File: config.mk
export PLATFORM = sky130hd
export DESIGN_NAME = axis_arp_responder
export DESIGN_NICKNAME = d
export VERILOG_FILES = /design/src/rtl/eth_pkg.sv /design/src/rtl/arp_reply_builder.sv /design/src/rtl/axis_arp_responder.sv
export SDC_FILE = /design/constraint.sdc
export NUM_CORES = 1
export LEC_CHECK = 0
export BUFFER_PORTS_ARGS = -buffer_cell sky130_fd_sc_hd__buf_2
export CAP_MARGIN = 20
export CORE_ASPECT_RATIO = 0.6
export CORE_MARGIN = 8
export CORE_UTILIZATION = 60
export CTS_CLUSTER_SIZE = 30
export DETAILED_ROUTE_END_ITERATION = 16
export PLACE_DENSITY = 0.83
export SETUP_SLACK_MARGIN = 0.15
export SYNTH_ARGS = -nofsm -noshare
export SYNTH_HDL_FRONTEND = slang
export SYNTH_SLANG_ARGS = --single-unit
File: constraint.sdc
create_clock -name clk -period 6 [get_ports clk]
set_input_delay 0.9 -clock clk [delete_from_list [all_inputs] [get_ports clk]]
set_output_delay 0.9 -clock clk [all_outputs]
set_load 0.01 [all_outputs]
File: src/rtl/eth_pkg.sv
// Ethernet/ARP constants and byte-order helpers shared by the ARP responder.
// Multi-byte fields travel MSB-first; wire order puts the first byte in the lowest lane.
package eth_pkg;

    localparam logic [15:0] ETHERTYPE_ARP   = 16'h0806;
    localparam logic [15:0] ETHERTYPE_IPV4  = 16'h0800;
    localparam logic [15:0] ARP_HTYPE_ETH   = 16'h0001;
    localparam logic [15:0] ARP_OPER_REQ    = 16'h0001;
    localparam logic [15:0] ARP_OPER_REPLY  = 16'h0002;
    localparam logic [7:0]  ARP_HLEN        = 8'd6;
    localparam logic [7:0]  ARP_PLEN        = 8'd4;
    localparam int          ARP_FRAME_BYTES = 42;
    localparam logic [3:0]  ARP_LAST_BEAT   = 4'((ARP_FRAME_BYTES - 1) / 4);
    localparam logic [3:0]  RX_BEAT_MAX     = 4'd11;

    typedef enum logic [0:0] {
        ST_RX = 1'b0,
        ST_TX = 1'b1
    } arp_state_t;

    function automatic logic [1:0] byte_lane(input int unsigned idx);
        return idx[1:0];
    endfunction

    function automatic logic [7:0] lane_byte(input logic [31:0] data, input int unsigned idx);
        return data[{byte_lane(idx), 3'b000} +: 8];
    endfunction

    function automatic logic [15:0] wire16(input logic [15:0] v);
        return {v[7:0], v[15:8]};
    endfunction

    function automatic logic [31:0] wire32(input logic [31:0] v);
        return {v[7:0], v[15:8], v[23:16], v[31:24]};
    endfunction

    function automatic logic [47:0] wire48(input logic [47:0] v);
        return {v[7:0], v[15:8], v[23:16], v[31:24], v[39:32], v[47:40]};
    endfunction

endpackage

File: src/rtl/arp_reply_builder.sv
// Combinational ARP reply generator: selects one 32-bit beat of the 42-byte reply.
// All field inputs are already in wire order (first byte in bits [7:0]).
module arp_reply_builder
    import eth_pkg::*;
(
    input  logic [3:0]  beat,
    input  logic [47:0] sha_wire,
    input  logic [31:0] spa_wire,
    input  logic [47:0] mac_wire,
    input  logic [31:0] ip_wire,
    output logic [31:0] tdata,
    output logic [3:0]  tkeep,
    output logic        tlast
);

    logic [511:0] frame_s;

    // Lay out the reply bytes, padded with zeros to 16 beats, and pick the requested beat.
    always_comb begin
        frame_s            = '0;
        frame_s[0   +: 48] = sha_wire;
        frame_s[48  +: 48] = mac_wire;
        frame_s[96  +: 16] = wire16(ETHERTYPE_ARP);
        frame_s[112 +: 16] = wire16(ARP_HTYPE_ETH);
        frame_s[128 +: 16] = wire16(ETHERTYPE_IPV4);
        frame_s[144 +: 8]  = ARP_HLEN;
        frame_s[152 +: 8]  = ARP_PLEN;
        frame_s[160 +: 16] = wire16(ARP_OPER_REPLY);
        frame_s[176 +: 48] = mac_wire;
        frame_s[224 +: 32] = ip_wire;
        frame_s[256 +: 48] = sha_wire;
        frame_s[304 +: 32] = spa_wire;
        tdata              = frame_s[{beat, 5'b00000} +: 32];
        if (beat == ARP_LAST_BEAT) begin
            tkeep = 4'h3;
            tlast = 1'b1;
        end else begin
            tkeep = 4'hF;
            tlast = 1'b0;
        end
    end

endmodule

File: src/rtl/axis_arp_responder.sv
// Hardware ARP responder: parses request frames on rx_axis and answers matching
// requests for cfg_ip with an 11-beat reply on tx_axis.
module axis_arp_responder
    import eth_pkg::*;
#(
    parameter int REPLY_COUNT_W = 16
) (
    input  logic                     clk,
    input  logic                     resetn,
    input  logic [47:0]              cfg_mac,
    input  logic [31:0]              cfg_ip,
    input  logic [31:0]              rx_axis_tdata,
    input  logic [3:0]               rx_axis_tkeep,
    input  logic                     rx_axis_tvalid,
    output logic                     rx_axis_tready,
    input  logic                     rx_axis_tlast,
    input  logic                     rx_axis_tuser,
    output logic [31:0]              tx_axis_tdata,
    output logic [3:0]               tx_axis_tkeep,
    output logic                     tx_axis_tvalid,
    input  logic                     tx_axis_tready,
    output logic                     tx_axis_tlast,
    output logic                     tx_axis_tuser,
    output logic [REPLY_COUNT_W-1:0] reply_count
);

    arp_state_t               state_r;
    logic                     rx_tready_r;
    logic [3:0]               rx_beat_r;
    logic                     match_r;
    logic [1:0]               dst_r;
    logic [47:0]              sha_wire_r;
    logic [31:0]              spa_wire_r;
    logic [15:0]              tpa_hi_wire_r;
    logic [47:0]              mac_r;
    logic [31:0]              ip_r;
    logic [3:0]               tx_beat_r;
    logic [31:0]              tx_tdata_r;
    logic [3:0]               tx_tkeep_r;
    logic                     tx_tvalid_r;
    logic                     tx_tlast_r;
    logic [REPLY_COUNT_W-1:0] reply_count_r;

    logic [47:0] cfg_mac_wire_s;
    logic        rx_hs_s;
    logic        beat_ok_s;
    logic        match_next_s;
    logic        accept_s;
    logic [3:0]  bld_beat_s;
    logic [47:0] bld_mac_s;
    logic [31:0] bld_ip_s;
    logic [31:0] bld_tdata_s;
    logic [3:0]  bld_tkeep_s;
    logic        bld_tlast_s;

    assign cfg_mac_wire_s = wire48(cfg_mac);
    assign rx_hs_s        = rx_axis_tvalid & rx_tready_r;
    assign match_next_s   = match_r & beat_ok_s;
    assign accept_s       = rx_hs_s & rx_axis_tlast & match_next_s & ~rx_axis_tuser
                            & (rx_beat_r >= ARP_LAST_BEAT);

    // Per-beat header check; beats outside the checked fields always pass.
    always_comb begin
        beat_ok_s = 1'b1;
        case (rx_beat_r)
            4'd1:    beat_ok_s = (dst_r[1] & (rx_axis_tdata[15:0] == 16'hFFFF)) |
                                 (dst_r[0] & (rx_axis_tdata[15:0] == cfg_mac_wire_s[47:32]));
            4'd3:    beat_ok_s = (rx_axis_tdata == {wire16(ARP_HTYPE_ETH), wire16(ETHERTYPE_ARP)});
            4'd4:    beat_ok_s = (rx_axis_tdata[15:0] == wire16(ETHERTYPE_IPV4)) &
                                 (lane_byte(rx_axis_tdata, 18) == ARP_HLEN) &
                                 (lane_byte(rx_axis_tdata, 19) == ARP_PLEN);
            4'd5:    beat_ok_s = (rx_axis_tdata[15:0] == wire16(ARP_OPER_REQ));
            4'd10:   beat_ok_s = (rx_axis_tkeep[1:0] == 2'b11) &
                                 ({rx_axis_tdata[15:0], tpa_hi_wire_r} == wire32(cfg_ip));
            default: beat_ok_s = 1'b1;
        endcase
    end

    // While receiving, the builder previews beat 0 with live config so it can load on acceptance.
    always_comb begin
        if (state_r == ST_TX) begin
            bld_beat_s = tx_beat_r + 4'd1;
            bld_mac_s  = mac_r;
            bld_ip_s   = ip_r;
        end else begin
            bld_beat_s = 4'd0;
            bld_mac_s  = cfg_mac;
            bld_ip_s   = cfg_ip;
        end
    end

    arp_reply_builder u_builder (
        .beat     (bld_beat_s),
        .sha_wire (sha_wire_r),
        .spa_wire (spa_wire_r),
        .mac_wire (wire48(bld_mac_s)),
        .ip_wire  (wire32(bld_ip_s)),
        .tdata    (bld_tdata_s),
        .tkeep    (bld_tkeep_s),
        .tlast    (bld_tlast_s)
    );

    // Receive/transmit FSM with all stream outputs registered.
    always_ff @(posedge clk or negedge resetn) begin
        if (!resetn) begin
            state_r       <= ST_RX;
            rx_tready_r   <= 1'b0;
            rx_beat_r     <= 4'd0;
            match_r       <= 1'b1;
            dst_r         <= 2'b00;
            sha_wire_r    <= 48'd0;
            spa_wire_r    <= 32'd0;
            tpa_hi_wire_r <= 16'd0;
            mac_r         <= 48'd0;
            ip_r          <= 32'd0;
            tx_beat_r     <= 4'd0;
            tx_tdata_r    <= 32'd0;
            tx_tkeep_r    <= 4'd0;
            tx_tvalid_r   <= 1'b0;
            tx_tlast_r    <= 1'b0;
            reply_count_r <= '0;
        end else begin
            case (state_r)
                ST_RX: begin
                    rx_tready_r <= 1'b1;
                    if (rx_hs_s) begin
                        case (rx_beat_r)
                            4'd0:    dst_r <= {rx_axis_tdata == 32'hFFFF_FFFF,
                                               rx_axis_tdata == cfg_mac_wire_s[31:0]};
                            4'd5:    sha_wire_r[15:0]  <= rx_axis_tdata[31:16];
                            4'd6:    sha_wire_r[47:16] <= rx_axis_tdata;
                            4'd7:    spa_wire_r        <= rx_axis_tdata;
                            4'd9:    tpa_hi_wire_r     <= rx_axis_tdata[31:16];
                            default: ;
                        endcase
                        if (rx_axis_tlast) begin
                            rx_beat_r <= 4'd0;
                            match_r   <= 1'b1;
                            if (accept_s) begin
                                state_r     <= ST_TX;
                                rx_tready_r <= 1'b0;
                                mac_r       <= cfg_mac;
                                ip_r        <= cfg_ip;
                                tx_beat_r   <= 4'd0;
                                tx_tvalid_r <= 1'b1;
                                tx_tdata_r  <= bld_tdata_s;
                                tx_tkeep_r  <= bld_tkeep_s;
                                tx_tlast_r  <= bld_tlast_s;
                            end
                        end else begin
                            match_r <= match_next_s;
                            if (rx_beat_r != RX_BEAT_MAX) begin
                                rx_beat_r <= rx_beat_r + 4'd1;
                            end
                        end
                    end
                end
                ST_TX: begin
                    rx_tready_r <= 1'b0;
                    if (tx_axis_tready) begin
                        if (tx_beat_r == ARP_LAST_BEAT) begin
                            state_r       <= ST_RX;
                            rx_tready_r   <= 1'b1;
                            tx_tvalid_r   <= 1'b0;
                            tx_tlast_r    <= 1'b0;
                            tx_tdata_r    <= 32'd0;
                            tx_tkeep_r    <= 4'd0;
                            reply_count_r <= reply_count_r + REPLY_COUNT_W'(1);
                        end else begin
                            tx_beat_r  <= tx_beat_r + 4'd1;
                            tx_tdata_r <= bld_tdata_s;
                            tx_tkeep_r <= bld_tkeep_s;
                            tx_tlast_r <= bld_tlast_s;
                        end
                    end
                end
                default: state_r <= ST_RX;
            endcase
        end
    end

    assign rx_axis_tready = rx_tready_r;
    assign tx_axis_tdata  = tx_tdata_r;
    assign tx_axis_tkeep  = tx_tkeep_r;
    assign tx_axis_tvalid = tx_tvalid_r;
    assign tx_axis_tlast  = tx_tlast_r;
    assign tx_axis_tuser  = 1'b0;
    assign reply_count    = reply_count_r;

endmodule

Word level (Yosys, flattened, before mapping)
Index checks and enable logic that the tools add are counted.
{"block": "classes", "n_addsub": 3, "magnitude_cmp": 1, "n_eq_ne": 28, "n_shift": 1, "muxes": 51, "n_bitwise": 14, "reduce_logical": 14}
{"operator": "$shiftx A512 B10 Y32", "n": 1}
{"operator": "$mux W32", "n": 6}
{"operator": "$eq A32 B32 Y1", "n": 2}
{"operator": "$pmux W32 S2", "n": 1}
{"operator": "$mux W4", "n": 14}
{"operator": "$mux W48", "n": 1}
{"operator": "$eq A32 B25 Y1 const B", "n": 1}
{"operator": "$eq A32 B32 Y1 const B", "n": 1}
{"operator": "$mux W1", "n": 22}
{"operator": "$reduce_and A3 Y1", "n": 7}
{"operator": "$add A16 B1 Y16 const B", "n": 1}
{"operator": "$eq A16 B16 Y1", "n": 1}
{"operator": "$eq A16 B16 Y1 const B", "n": 1}
{"operator": "$eq A16 B4 Y1 const B", "n": 1}
{"operator": "$eq A16 B9 Y1 const B", "n": 1}
{"operator": "$eq A4 B3 Y1 const B", "n": 4}
{"operator": "$eq A4 B4 Y1 const B", "n": 4}
{"operator": "$eq A8 B3 Y1 const B", "n": 2}
{"operator": "$pmux W4 S2", "n": 2}
{"operator": "$and A1 B1 Y1", "n": 11}
{"operator": "$ne A2 B2 Y1 const B", "n": 5}
{"operator": "$reduce_and A5 Y1", "n": 2}
{"operator": "$add A4 B1 Y4 const B", "n": 2}
{"operator": "$pmux W1 S2", "n": 4}
{"operator": "other kinds (13)", "n": 15}
{"block": "totals", "ff_bits": 243, "inputBits": 122, "word_cells": 129}

Logic depth before layout (Yosys ltp)
Gate-level depths: netlist (run 1).
{"block": "depth", "depth_word": 12, "depth_mapped": 11}

By module
A second synthesis (run 1) with hierarchy kept.
{"block": "unflattened", "cells_unflattened": 1093, "area_unflattened_um2": 13294.0}
{"module": "axis_arp_responder", "n_inst": 1, "cells_per_inst": 868, "area_per_inst_um2": 11723.7}
{"module": "arp_reply_builder", "n_inst": 1, "cells_per_inst": 225, "area_per_inst_um2": 1570.3}

Least setup slack after synthesis (run 1)
No wires, ideal clock.
{"block": "synth_timing", "kind": "input to register", "startpoint": "input port rx_axis_tdata[6]", "endpoint": "register ip_r[29]", "setup_ps": 127, "arrival_time_ps": 2730, "slack_ps": 3143, "path_stages": 9, "path_buffers": 3, "cell_sequence": "buf_2 nand4_1 or4_1 o21ai_1 a41oi_1 o21ai_2 buf_6 buf_6 mux2_1"}
{"block": "synth_via", "elab_chain_len": 9, "word_cells_on_any_way": 18, "cone_classes": "6 x eq/ne; 1 x mux; 10 x bitwise; 1 x reduce/logical"}
{"element": "start, declared", "line_no": "axis_arp_responder.sv:12", "source": "input logic [31:0] rx_axis_tdata,"}
{"element": "$eq A16 B4 Y1 (tied with other cells)", "line_no": "axis_arp_responder.sv:69", "source": "4'd4: beat_ok_s = (rx_axis_tdata[15:0] == wire16(ETHERTYPE_IPV4)) &"}
{"element": "$and A1 B1 Y1, on equally long branches", "line_no": "axis_arp_responder.sv:69, axis_arp_responder.sv:66, axis_arp_responder.sv:67"}
{"element": "$and A1 B1 Y1 / $or A1 B1 Y1 (equally long branches)", "line_no": "axis_arp_responder.sv:70, axis_arp_responder.sv:66"}
{"element": "$pmux W1 S5 *", "line_no": "axis_arp_responder.sv:65", "source": "case (rx_beat_r)"}
{"element": "$and A1 B1 Y1 *", "line_no": "axis_arp_responder.sv:58", "source": "assign match_next_s = match_r & beat_ok_s;"}
{"element": "$and A1 B1 Y1 * (2 in a row)", "line_no": "axis_arp_responder.sv:59", "source": "assign accept_s = rx_hs_s & rx_axis_tlast & match_next_s & ~rx_axis_tuser"}
{"element": "$and A1 B1 Y1 *", "line_no": "axis_arp_responder.sv:60", "source": "& (rx_beat_r >= ARP_LAST_BEAT);"}
{"element": "$reduce_and A4 Y1 (no source line) *"}
{"element": "end signal, assigned", "line_no": "axis_arp_responder.sv:143", "source": "ip_r <= cfg_ip;"}
{"element": "end, declared", "line_no": "axis_arp_responder.sv:36", "source": "logic [31:0] ip_r;"}
Every way passes the cells marked *; elsewhere a longest branch is shown, timed or not.
A chain may end at the register's enable or synchronous reset.

Worst setup path in the final report (run 1)
{"block": "layout_timing", "startpoint": "register tx_beat_r[0]", "endpoint": "register tx_tdata_r[6], in the netlist tx_axis_tdata[6]"}
{"block": "layout_via", "elab_chain_len": 7, "word_cells_on_any_way": 10, "cone_classes": "1 x add/sub; 1 x eq/ne; 1 x shift; 7 x mux"}
{"element": "start, declared", "line_no": "axis_arp_responder.sv:37", "source": "logic [3:0] tx_beat_r;"}
{"element": "start signal, assigned", "line_no": "axis_arp_responder.sv:170", "source": "tx_beat_r <= tx_beat_r + 4'd1;"}
{"element": "$add A4 B1 Y4", "line_no": "axis_arp_responder.sv:82", "source": "bld_beat_s = tx_beat_r + 4'd1;"}
{"element": "$mux W4", "line_no": "axis_arp_responder.sv:81", "source": "if (state_r == ST_TX) begin"}
{"element": "$shiftx A512 B10 Y32", "line_no": "arp_reply_builder.sv:33", "source": "tdata = frame_s[{beat, 5'b00000} +: 32];"}
{"element": "$mux W32", "line_no": "axis_arp_responder.sv:139", "source": "if (accept_s) begin"}
{"element": "$mux W32", "line_no": "axis_arp_responder.sv:136", "source": "if (rx_axis_tlast) begin"}
{"element": "$mux W32", "line_no": "axis_arp_responder.sv:126", "source": "if (rx_hs_s) begin"}
{"element": "$pmux W32 S2 *", "line_no": "axis_arp_responder.sv:123", "source": "case (state_r)"}
{"element": "end signal, assigned", "line_no": "axis_arp_responder.sv:146", "source": "tx_tdata_r <= bld_tdata_s;"}
{"element": "end signal, assigned", "line_no": "axis_arp_responder.sv:171", "source": "tx_tdata_r <= bld_tdata_s;"}
{"element": "end, declared", "line_no": "axis_arp_responder.sv:38", "source": "logic [31:0] tx_tdata_r;"}
Every way passes the cells marked *; elsewhere a longest branch is shown, timed or not. The select of a mux whose other input is x is not followed.

==> impl_metrics.toml, run 1 <==
[route]
vias = 9959
drc = 0
drt_iter0_drc = 1332
wl_um = 38780
postRouteAntennaNets = 0
avgViaCountPerCell = 6.622
drtPass1Iterations = 6
wl_per_cell_um = 25.78

[yosys]
yosysUniqueCellTypes = 64
avgSynthCellArea_um2 = 11.50
seq_area_frac_synth_pct = 48.70
yosys-top-cells-area = "dfrtp_1 (48%), mux2_2 (13%), mux2_1 (4.9%)"
yosys.area.top_type_share_pct = 48.48
mappedNetlistArea_um2 = 12390
synth-async-reset-ratio_pct = 100.0
ys.warnings.count = 0
postSynthCellCount = 1077
synth-edff-count = 0
synth.ff_latch_count = 241
synth_flop_cell = "dfrtp_1"
syn_nets = 1206
synth_area_leader_cell = "dfrtp_1"

[die]
die_area_um2 = 25650
fp.dieH_um = 127.3
rows = 40
start_util_pct = 61.57
ios = 178
die-width_um = 201.5
core_um2 = 20120

[critical_path]
cp-end-kind = "register"
worstPathMaxFanout = 37
cpMaxStageDelayCell = "nor2b_2"
r2r_setup_slack_ns = 1.74
crit_path_start_kind = "register"
cp.required_ns = 6.46
arrival_ns = 4.72
critical_path_buf_inv_count = 3
slowest_delay_ns = 0.88
r2r-start = "tx_beat_r[0]$_DFFE_PN0P_"
criticalPathCategory = "register to register"
crit_chain = "buf_4 > clkinv_1 > ha_1 > buf_4 > nor2b_2 > o21ai_0 > o21ai_0 > o211ai_1 > a21oi_1 > mux2_2"
crit_start = "tx_beat_r[0]$_DFFE_PN0P_"
cp_top_family = "compound AO/OA/AOI/OAI gates"

[power]
irDropWorstVdd_v = 0.0002446
p_leak_uw = 0.006733
p_sw_uw = 2125
p_int_uw = 3987
seqPwrFrac_pct = 41.5
p_sw_share_pct = 34.77
p_per_area_nw_per_um2 = 431.3
p_clk_share_pct = 25.9
pwr-share-comb_pct = 32.6

[place]
hpwl_um = 27720
gp_congestion = 0.9981
port_buffers = 174

[final_layout]
layout_common_cells = "dfrtp_1 (240), buf_2 (173), mux2_2 (141)"
antennaDiodeCount = 0
finalNetCount = 1343
final_common_cell = "dfrtp_1"
fillers = 1485
drive_above_1_share_pct = 30.79
area_growth_pct = 14.39

[sta]
max-slew-margin-rel_pct = 25.18
finalCritPeriodShare_pct = 71.08
slew_viol_final = 0
tightest_slew_ns = 1.120
max_freq_mhz = 234.5
hold_slack_ns = 0.3983
grt_setup_unrepaired = "false"
tns_ns = 0
setup_violations = 0
post-route-min-period_ns = 4.265
hold_viol_final = 0
finClkSkew_ns = 0.01238

[outcome]
status = "finished, final reports clean"

[clock_network]
cts_hold_buffers = 0
post_cts_resized = 0
cts_tree = "yes"
ctsLongestPathBuffers = 3
cts_sinks = 241
numCtsBuffers = 24
cts.htree.levels = 1
cts.clk_slew.worst_paths_ns = 0.07
clockRootBuffer = "clkbuf_16"
clock_latency_ns = 0.52
cts_setup_buffers = 0

[worst_hold_path]
hold_class = "input port to async pin"

[grt]
grt_use_total_pct = 29.58
grt_antenna_before_repair = 0
grt_pass1_vias = 9747
grt_first_pass_wirelength_um = 59650
gr-total-overflow = 0
grt_max_degree = 139

[job]
cap_violations = 0
power by group through the flow:
| stage | clock (uW) | combinational [uW] | sequential, uW |
|---|---|---|---|
| after floorplan | 0 | 1290 | 2460 |
| after global placement | 0 | 1870 | 2500 |
| after detailed placement | 0 | 1930 | 2530 |
| after CTS | 1590 | 1940 | 2510 |
| after global routing | 1660 | 2140 | 2590 |
| final | 1580 | 1990 | 2530 |
per-layer routing:
metal	GRT usage, %	part of all wire (%)	up-vias
met4	8.002	3.1	0
met5	0	0	-
met3	11.03	15	100
met1	42.71	41	4963
met2	41.00	41	709
li1	-	-	4187
state kept, by name, summed over array words and instances (netlist names):
register        cells
spa_wire_r         32
sha_wire_r         48
tpa_hi_wire_r      16
mac_r              48
rx_axis_tready      1
ip_r               32
tx_axis_tdata      32
dst_r               2
tx_axis_tlast       1
reply_count        16
state_r             1
tx_axis_tvalid      1
rx_beat_r           4
tx_beat_r           4
match_r             1
tx_axis_tkeep       2
through the flow:
stage	power (uW)	setup slack, ns	cells	cell area [um^2]	utilization [%]
after floorplan	3748	3.143	1077	12390	-
after global placement	4371	2.015	1459	13320	66.21
after detailed placement	4460	1.881	1459	13320	66.21
after CTS	6044	1.870	1502	14150	70.35
after global routing	6389	1.613	1504	14170	70.43
final	6112	1.735	1504	14170	70.43
worst register-to-register path, stage by stage, from the launching register on:
cell      delay, ns
dfrtp_1        0.33
buf_4          0.35
clkinv_1       0.45
ha_1           0.45
buf_4          0.23
nor2b_2        0.88
o21ai_0        0.49
o21ai_0        0.36
o211ai_1       0.13
a21oi_1        0.32
mux2_2         0.21
synthesized netlist by cell type (6+ instances only):
cell        n
nor4_1     16
a21oi_1    39
buf_4      10
nor3b_1     6
mux2_1     54
mux2_2    141
mux2i_1    23
xor2_1     41
a22oi_1    34
nand4_1    32
a22o_1     26
and3_1     10
inv_1      29
o211ai_1    6
clkbuf_1   29
nand3_1    14
nand2_1    54
o21ai_0    36
nor2_1     40
nor3_1     13
xnor2_1    58
buf_2      18
ha_1        7
dfrtp_1   240
buf_1      12
cells by family (layout without fill, tap and decap cells):
kind of cell | after synthesis | in the layout | synth area share (%)
AOI/OAI and AO/OA | 190 | 190 | 10.58
xor gates and xnor gates | 99 | 99 | 7.000
adders and majority gates | 7 | 7 | 0.7070
buffers and inverters | 108 | 262 | 4.454
DFF | 241 | 241 | 48.70
muxes | 218 | 218 | 19.59
other | 1 | 1 | 0.03027
and+or+nand+nor | 213 | 213 | 8.950
layout make-up:
type / instances / area [um^2] / area share [%]
Sequential cell: 241 / 6032 / 42.57
Multi-Input combinational cell: 728 / 5832 / 41.16
Timing Repair Buffer: 189 / 1018 / 7.188
Clock buffer: 37 / 750.7 / 5.298
Tap cell: 273 / 341.6 / 2.411
Inverter: 30 / 112.6 / 0.7947
Clock inverter: 6 / 82.58 / 0.5828
path summary, 6_finish.rpt:
check | endpoint | depth (start not counted)
setup / recovery | tx_axis_tdata[6]$_DFFE_PN0P_ | 10
hold / removal | tx_axis_tkeep[2]$_DFFE_PN0P_ | 1
setup reg to reg | tx_axis_tdata[6]$_DFFE_PN0P_ | 10
hold reg to reg | reply_count[15]$_DFFE_PN0P_ | 1
max in group asynchronous | tpa_hi_wire_r[13]$_DFFE_PN0P_ | 2
min in group clk | reply_count[15]$_DFFE_PN0P_ | 1
Power figures use the tool's default switching activity.
==> inputs of run 2 (changes only) <==
--- a/config.mk
+++ b/config.mk
@@ -9,10 +9,10 @@
 export CAP_MARGIN = 20
 export CORE_ASPECT_RATIO = 0.6
 export CORE_MARGIN = 8
-export CORE_UTILIZATION = 60
+export CORE_UTILIZATION = 58
 export CTS_CLUSTER_SIZE = 30
 export DETAILED_ROUTE_END_ITERATION = 16
-export PLACE_DENSITY = 0.83
+export PLACE_DENSITY = 0.81
 export SETUP_SLACK_MARGIN = 0.15
 export SYNTH_ARGS = -nofsm -noshare
 export SYNTH_HDL_FRONTEND = slang
==> constraint.sdc (replaced) <==
create_clock -name clk -period 4.4 [get_ports clk]
set_input_delay 0.66 -clock clk [delete_from_list [all_inputs] [get_ports clk]]
set_output_delay 0.66 -clock clk [all_outputs]
set_load 0.01 [all_outputs]
==> run 2 against run 1 <==
  * Clock power increased by 34%
  * Via count about the same
  * Critical endpoint is now tx_axis_tdata[30]$_DFFE_PN0P_
  * Combinational power increased by 40%
  * Highest routed layer unchanged
  * Sequential share of layout area decreased by 0.068 points
  * Power increased by 37%
==> impl_metrics.toml, run 2 (synthesis gave the netlist of run 1 again) <==
[outcome]
status = "finished, final reports clean"

[place]
dpl_cell_area_um2 = 13400
gp_congestion = 1.003
hpwl_um = 29010
port_buffers = 174

[clock_network]
cts_sinks = 241
cts_tree = "yes"
post_cts_resized = 0
clockRootBuffer = "clkbuf_16"
clock_latency_ns = 0.53
cts.clk_slew.worst_paths_ns = 0.07
cts_setup_buffers = 0
ctsLongestPathBuffers = 3
numCtsBuffers = 23
cts.htree.levels = 1
cts_hold_buffers = 0

[sta]
post-route-min-period_ns = 3.665
setup_violations = 0
grt_setup_unrepaired = "false"
hold_viol_final = 0
tns_ns = 0
finalCritPeriodShare_pct = 83.29
max-slew-margin-rel_pct = 26.69
slew_viol_final = 0
finClkSkew_ns = 0.02340
tightest_slew_ns = 1.100
max_freq_mhz = 272.9

[final_layout]
drive_above_1_share_pct = 30.86
seq_area_um2 = 6032
area_growth_pct = 14.58
multi_input_area_um2 = 5816
fin_area_um2 = 14190
layout_common_cells = "dfrtp_1 (240), buf_2 (173), mux2_2 (141)"
final_common_cell = "dfrtp_1"
antennaDiodeCount = 0
finalNetCount = 1353
reg.largest.list = "mac_r (48), sha_wire_r (48)"
fillers = 1613

[die]
rows = 41
die_area_um2 = 26440
ios = 178
fp.dieH_um = 129.2
die-width_um = 204.7
start_util_pct = 59.04
core_um2 = 20980

[route]
drtPass1Iterations = 6
wl_per_cell_um = 26.46
vias = 9956
wl_um = 40210
drt_iter0_drc = 1416
avgViaCountPerCell = 6.550
drc = 0
postRouteAntennaNets = 0

[job]
cap_violations = 0

[critical_path]
criticalPathCategory = "register to register"
cp.required_ns = 4.85
arrival_ns = 4.12
worstPathMaxFanout = 28
r2r-end = "tx_axis_tdata[30]$_DFFE_PN0P_"
rr_worst_depth = 10
r2r_setup_slack_ns = 0.74
crit_path_start_kind = "register"
cp-end-kind = "register"
r2r-start = "tx_beat_r[0]$_DFFE_PN0P_"

[worst_hold_path]
hold_class = "input port to async pin"

[grt]
grt_max_degree = 81
gr-total-overflow = 0
grt_pass1_vias = 10110
grt_use_total_pct = 29.86
grt_antenna_before_repair = 0
grt_first_pass_wirelength_um = 60730

[power]
p_leak_uw = 0.006757
p_per_area_nw_per_um2 = 589.3
irDropWorstVdd_v = 0.0003300
## run 2: cell types whose count changed in the layout (fill, tap and decap cells not counted), moves of 2 or more
cell | before | now
clkbuf_16 | 25 | 23
nand2_1 | 52 | 54
nor2b_1 | 3 | 5
clkbuf_8 | 8 | 6
buf_4 | 13 | 25
nand2_2 | 2 | 0
nor2b_2 | 2 | 0
clkbuf_1 | 4 | 6
## run 2: power by group
group          total (uW)  internal (uW)  switching (uW)
registers            3470           2950             525
clock network        2110           1240             864
logic                2780           1230            1550
total                8360           5420            2940
## run 2: final cells by class
| type | instances | area share, % |
|---|---|---|
| Sequential cell | 241 | 42.50 |
| Clock inverter | 7 | 0.8023 |
| Timing Repair Buffer | 200 | 7.670 |
| Tap cell | 279 | 2.460 |
| Inverter | 30 | 0.7934 |
| Clock buffer | 35 | 4.796 |
| Multi-Input combinational cell | 728 | 40.98 |
## run 2: worst max path at each step
stage | start | to | slack, ns
floorplan | rx_axis_tdata[6] | ip_r[29]$_DFFE_PN0P_ | 1.78
global placement | tx_beat_r[0]$_DFFE_PN0P_ | tx_axis_tdata[30]$_DFFE_PN0P_ | 1.02
CTS | tx_beat_r[0]$_DFFE_PN0P_ | tx_axis_tdata[30]$_DFFE_PN0P_ | 0.89
detailed placement | tx_beat_r[0]$_DFFE_PN0P_ | tx_axis_tdata[30]$_DFFE_PN0P_ | 0.93
global route | tx_beat_r[0]$_DFFE_PN0P_ | tx_axis_tdata[21]$_DFFE_PN0P_ | 0.60
finish | tx_beat_r[0]$_DFFE_PN0P_ | tx_axis_tdata[30]$_DFFE_PN0P_ | 0.74
## run 2: stage by stage
stage | setup WS [ns] | util [%] | power [uW] | hold slack, ns | cells
after CTS | 0.8919 | 67.64 | 8264 | 0.1430 | 1520
final | 0.7354 | 67.64 | 8363 | 0.1118 | 1520
after global routing | 0.5982 | 67.64 | 8710 | 0.1642 | 1520
after floorplan | 1.783 | - | 5111 | 0.3644 | 1077
after global placement | 1.019 | 63.86 | 6012 | 0.4574 | 1478
after detailed placement | 0.9294 | 63.86 | 6157 | 0.4716 | 1478
## run 2: per-layer routing
metal,GRT usage (%),vias up,routed length [um]
li1,-,4203,-
met1,41.85,4921,16240
met2,42.71,730,16640
met3,10.72,102,6074
met4,9.405,0,1263
met5,0,-,0
## run 2: worst max-delay path, cell delays in order (launching register included)
cell and delay (ns):
dfrtp_1 0.37, clkinv_1 0.32, ha_1 0.66, buf_4 0.28, a21bo_2 0.73, a21boi_0 0.35, buf_4 0.27, a22oi_1 0.11
a21oi_1 0.15, o21ai_0 0.15, mux2i_1 0.20
